==> src/rtl/wishbone_arbiter_2m1s.sv <==
// Two-master, one-slave Wishbone arbiter. Grants are round-robin and held until ack, flush or watchdog abort.
// Each transfer returns to IDLE, so masters alternate when both are waiting.
module wishbone_arbiter_2m1s #(
  parameter int ADDR_WIDTH     = 32,
  parameter int DATA_WIDTH     = 32,
  parameter int SEL_WIDTH      = 4,
  parameter int TIMEOUT_CYCLES = 256
) (
  input  logic                  clk,
  input  logic                  rst,
  input  logic                  m0_cyc_i,
  input  logic                  m0_stb_i,
  input  logic                  m0_we_i,
  input  logic [ADDR_WIDTH-1:0] m0_addr_i,
  input  logic [DATA_WIDTH-1:0] m0_data_i,
  input  logic [SEL_WIDTH-1:0]  m0_sel_i,
  output logic [DATA_WIDTH-1:0] m0_data_o,
  output logic                  m0_ack_o,
  output logic                  m0_err_o,
  input  logic                  m1_cyc_i,
  input  logic                  m1_stb_i,
  input  logic                  m1_we_i,
  input  logic [ADDR_WIDTH-1:0] m1_addr_i,
  input  logic [DATA_WIDTH-1:0] m1_data_i,
  input  logic [SEL_WIDTH-1:0]  m1_sel_i,
  output logic [DATA_WIDTH-1:0] m1_data_o,
  output logic                  m1_ack_o,
  output logic                  m1_err_o,
  output logic                  s_cyc_o,
  output logic                  s_stb_o,
  output logic                  s_we_o,
  output logic [ADDR_WIDTH-1:0] s_addr_o,
  output logic [DATA_WIDTH-1:0] s_data_o,
  output logic [SEL_WIDTH-1:0]  s_sel_o,
  input  logic [DATA_WIDTH-1:0] s_data_i,
  input  logic                  s_ack_i,
  output logic                  timeout_flag_o
);

  typedef enum logic [1:0] {IDLE, GNT_M0, GNT_M1} state_t;

  localparam int WD_W = (TIMEOUT_CYCLES > 1) ? $clog2(TIMEOUT_CYCLES) : 1;
  localparam logic [WD_W-1:0] WD_TERM = WD_W'(TIMEOUT_CYCLES - 1);

  state_t          state, state_nxt;
  logic            last_grant, last_grant_nxt;   // 1 = m1 was served last
  logic [WD_W-1:0] wd_cnt, wd_cnt_nxt;
  logic            req0, req1, granted, sel1, cyc_g, abort;

  assign req0    = m0_cyc_i & m0_stb_i;
  assign req1    = m1_cyc_i & m1_stb_i;
  assign granted = (state != IDLE);
  assign sel1    = (state == GNT_M1);
  assign cyc_g   = sel1 ? m1_cyc_i : m0_cyc_i;

  always_comb begin
    state_nxt      = state;
    last_grant_nxt = last_grant;
    wd_cnt_nxt     = '0;
    abort          = 1'b0;
    case (state)
      IDLE: begin
        if (req0 && req1)  state_nxt = last_grant ? GNT_M0 : GNT_M1;
        else if (req0)     state_nxt = GNT_M0;
        else if (req1)     state_nxt = GNT_M1;
      end
      GNT_M0, GNT_M1: begin
        // Ack beats the watchdog when both land in the same cycle.
        abort = (wd_cnt == WD_TERM) && !s_ack_i;
        if (s_ack_i || !cyc_g || abort) begin
          state_nxt      = IDLE;
          last_grant_nxt = sel1;
        end else begin
          wd_cnt_nxt = wd_cnt + 1'b1;
        end
      end
      default: state_nxt = IDLE;
    endcase
  end

  always_ff @(posedge clk) begin
    if (rst) begin
      state          <= IDLE;
      last_grant     <= 1'b1;
      wd_cnt         <= '0;
      timeout_flag_o <= 1'b0;
    end else begin
      state      <= state_nxt;
      last_grant <= last_grant_nxt;
      wd_cnt     <= wd_cnt_nxt;
      if (abort) timeout_flag_o <= 1'b1;
    end
  end

  // Slave side follows the granted master; everything is quiet in IDLE.
  always_comb begin
    s_cyc_o  = 1'b0;
    s_stb_o  = 1'b0;
    s_we_o   = 1'b0;
    s_addr_o = '0;
    s_data_o = '0;
    s_sel_o  = '0;
    if (granted) begin
      s_cyc_o  = sel1 ? m1_cyc_i  : m0_cyc_i;
      s_stb_o  = sel1 ? m1_stb_i  : m0_stb_i;
      s_we_o   = sel1 ? m1_we_i   : m0_we_i;
      s_addr_o = sel1 ? m1_addr_i : m0_addr_i;
      s_data_o = sel1 ? m1_data_i : m0_data_i;
      s_sel_o  = sel1 ? m1_sel_i  : m0_sel_i;
    end
  end

  assign m0_data_o = (state == GNT_M0) ? s_data_i : '0;
  assign m0_ack_o  = (state == GNT_M0) && s_ack_i;
  assign m0_err_o  = (state == GNT_M0) && abort;
  assign m1_data_o = sel1 ? s_data_i : '0;
  assign m1_ack_o  = sel1 && s_ack_i;
  assign m1_err_o  = sel1 && abort;

endmodule

==> config.mk <==
export PLATFORM = sky130hd
export DESIGN_NAME = wishbone_arbiter_2m1s
export DESIGN_NICKNAME = d
export VERILOG_FILES = /design/src/rtl/wishbone_arbiter_2m1s.sv
export SDC_FILE = /design/constraint.sdc
export NUM_CORES = 1
export LEC_CHECK = 0
export CORE_AREA = 4 4 121 123
export DETAILED_ROUTE_END_ITERATION = 8
export DIE_AREA = 0 0 125 127
export PLACE_DENSITY = 0.66
export REMOVE_ABC_BUFFERS = 1
export SKIP_CTS_REPAIR_TIMING = 1
export SLEW_MARGIN = 20
export SYNTH_ARGS = -nofsm -noshare
export SYNTH_HDL_FRONTEND = slang
export SYNTH_SLANG_ARGS = --single-unit
==> constraint.sdc <==
create_clock -name clk -period 3.9 [get_ports clk]
set_input_delay 0.78 -clock clk [delete_from_list [all_inputs] [get_ports clk]]
set_output_delay 0.78 -clock clk [all_outputs]
set_load 0.05 [all_outputs]
==> summary.txt <==
Die area = 15900 um2
First-pass GRT wire length = 18400 um
R2R cell count = 6
Slew Limit Fails = 0
CTS Buffer Depth = 2
Synth area leader = mux2i_1
H-Tree Depth = 1
Endpoints failing setup = 0
Number of nets still failing antenna checks after routing = 0
Yosys warns = 0
CTS root buf = clkbuf_16
Total wire length = 12600 um
Reg2Reg Setup Slack = 1.91 ns
Critical path peak fanout = 19
Placer Congestion = 0.887
Worst-Margin Slew = 0.931 ns
Worst Setup Start Kind = flip-flop
RSZ-0062 raised after global routing = no
Starting density of the core = 0.152
Drt initial violations = 112
Worst hold start = wd_cnt[0]
Die span in x = 125 um
Required time worst endpoint = 3.12 ns
Worst VDD drop = 154 uV
PortBufs = 316
Pin count of the biggest net entering global routing = 52
Wire per inst = 16.3 um
Reg clk slew, reported paths = 0.04 ns
Fmax = 0.295 GHz
Area grow syn2layout = 166%
Power density cells = 387 nW/um2
Worst hold path stage count = 1
Synth top area share = 0.353
Top cells by area, synth = mux2i_1, and2_1, nor2_1
Synth Register Bits = 12
Worst-Skew Late Latency = 0.24 ns
Final Hold Violating Endpoints = 0
Number of nets in the layout = 780
Ant. Diodes = 0
CP endpoint kind = output pin
Via density = 4.01
WS Path Type = flip-flop to output pin
Die Height = 127 um
Share of cells above drive strength 1 = 0.0285
Worst Hold Path EP = wd_cnt[0]
Synthesized area per cell = 7.04 um2
Fin crit period = 3.39 ns
Post-detail-place hpwl = 10900 um
CTS sink cnt = 12
Worst EP arrival = 2.61 ns
Worst relative slew slack = 0.379
Unique masters post-synth = 25
Status = completed
Vias in the first global route = 3174
Final Skew = 0.00145 ns
FF-to-FF End = state[0]
CTS Buf Count = 3
Remaining DRCs = 0
Detailed Routing Iterations Pass 1 = 4
Core area = 13700 um2
Synthesized area = 2070 um2
Max-cap violations = 0
FF-to-FF Start = state[0]
Antenna violations before repair = 0
Post-synthesis sequential area ratio = 0.116
Synth Instances = 294
Number of cell rows = 43
Tcrit/Tclk final = 0.868
Min Hold Slack = 0.472 ns
# IOs = 317
Hold Crit Class = flip-flop to flip-flop
Via count = 3112
P_leak = 2.04 nW
Fin util = 0.403
CTS tree = built
GRT Residual Overflow = 0
Total track usage = 0.144
Total negative slack = 0 ns
## per-stage QoR
step	power [W]	setup WS (ns)	cells	cell area (um2)
6_report	0.00213	0.513	777	5510
3_5_place_dp	0.00196	0.567	774	5440
2_1_floorplan	0.00129	-1.22	271	1970
3_3_place_gp	0.00195	0.607	774	5440
5_1_grt	0.00223	0.350	777	5510
4_1_cts	0.00215	0.480	777	5510
## synth_stat cells
cell type and count:
nor2_1 81, and3_1 3, and2_1 67, and4b_1 1
o21bai_1 1, mux2i_1 73, dfxtp_1 12, ha_1 4
xnor2_1 1, a311oi_2 1, o41a_1 1, xor2_1 5
o21ai_0 1, nand4_1 1, nand3_1 3, a21oi_1 1
nand2b_1 3, nand2_1 4, inv_1 4, nor2b_1 1
nand3b_2 1, a32oi_1 1, clkbuf_1 15, and4_1 1
buf_2 8
## worst max-delay path, cell delays in order (launching register included)
cell and delay, ns:
dfxtp_1 0.32, inv_1 0.12, ha_4 0.37, buf_4 0.31, mux2i_1 0.11, nor2_1 0.25
clkdlybuf4s50_1 0.87
## logic make-up after synthesis
kind of cell | count (synthesis) | synth area share
XOR/XNOR | 6 | 0.0254
adder cells (fa/ha/maj) | 4 | 0.0242
buffers and inverters | 27 | 0.0538
multiplexers | 73 | 0.353
flip-flops | 12 | 0.116
AO/OA/AOI/OAI | 6 | 0.0254
AND/OR/NAND/NOR | 166 | 0.402
## worst max-delay path by stage
stage	slack, ns	startpoint	depth (start not counted)	end
global route	0.35	state[0]	6	s_we_o
detailed placement	0.57	s_ack_i	4	m1_err_o
CTS	0.48	state[0]	5	s_data_o[20]
floorplan	-1.22	state[0]	4	s_cyc_o
global placement	0.61	s_ack_i	4	m0_err_o
finish	0.51	state[0]	6	s_we_o
## layer usage
layer / global-route usage / vias to the layer above / part of all wire
met5: 0 / - / 0
met4: 0.0274 / 0 / 0.013
li1: - / 1572 / -
met2: 0.257 / 139 / 0.50
met3: 0.0251 / 11 / 0.060
met1: 0.183 / 1390 / 0.43
## cell usage in the layout, fill, tap and decap left out, types with 2 or more instances in the layout
cell / count
nand2b_1: 3
nand3_1: 3
clkdlybuf4s50_1: 313
and3_1: 3
dfxtp_1: 12
clkbuf_16: 3
buf_4: 9
mux2i_1: 73
ha_1: 2
inv_1: 4
and2_1: 67
nand2_1: 4
nor2_1: 81
xor2_1: 5
## report_power, final
group	total (W)	switching (W)	leakage (nW)	internal, W
Clock	0.000186	0.0000523	0.0370	0.000133
Combinational	0.00181	0.00112	1.90	0.000687
Sequential	0.000135	0.00000523	0.0972	0.000130
Total	0.00213	0.00118	2.04	0.000950
## registers in the layout, indices dropped and copies added (netlist names)
register and flops:
state 2, wd_cnt 8, timeout_flag_o 1, last_grant 1
## cell type report
type	instances	area, um2
fillers	1358	8160
repair buffers	323	3220
multi-input cells	255	1730
flip-flops and latches	12	240
well taps	180	225
clock buffers	3	75.1
inverters	4	15.0
Note: power is estimated with default switching activity, not from simulation.
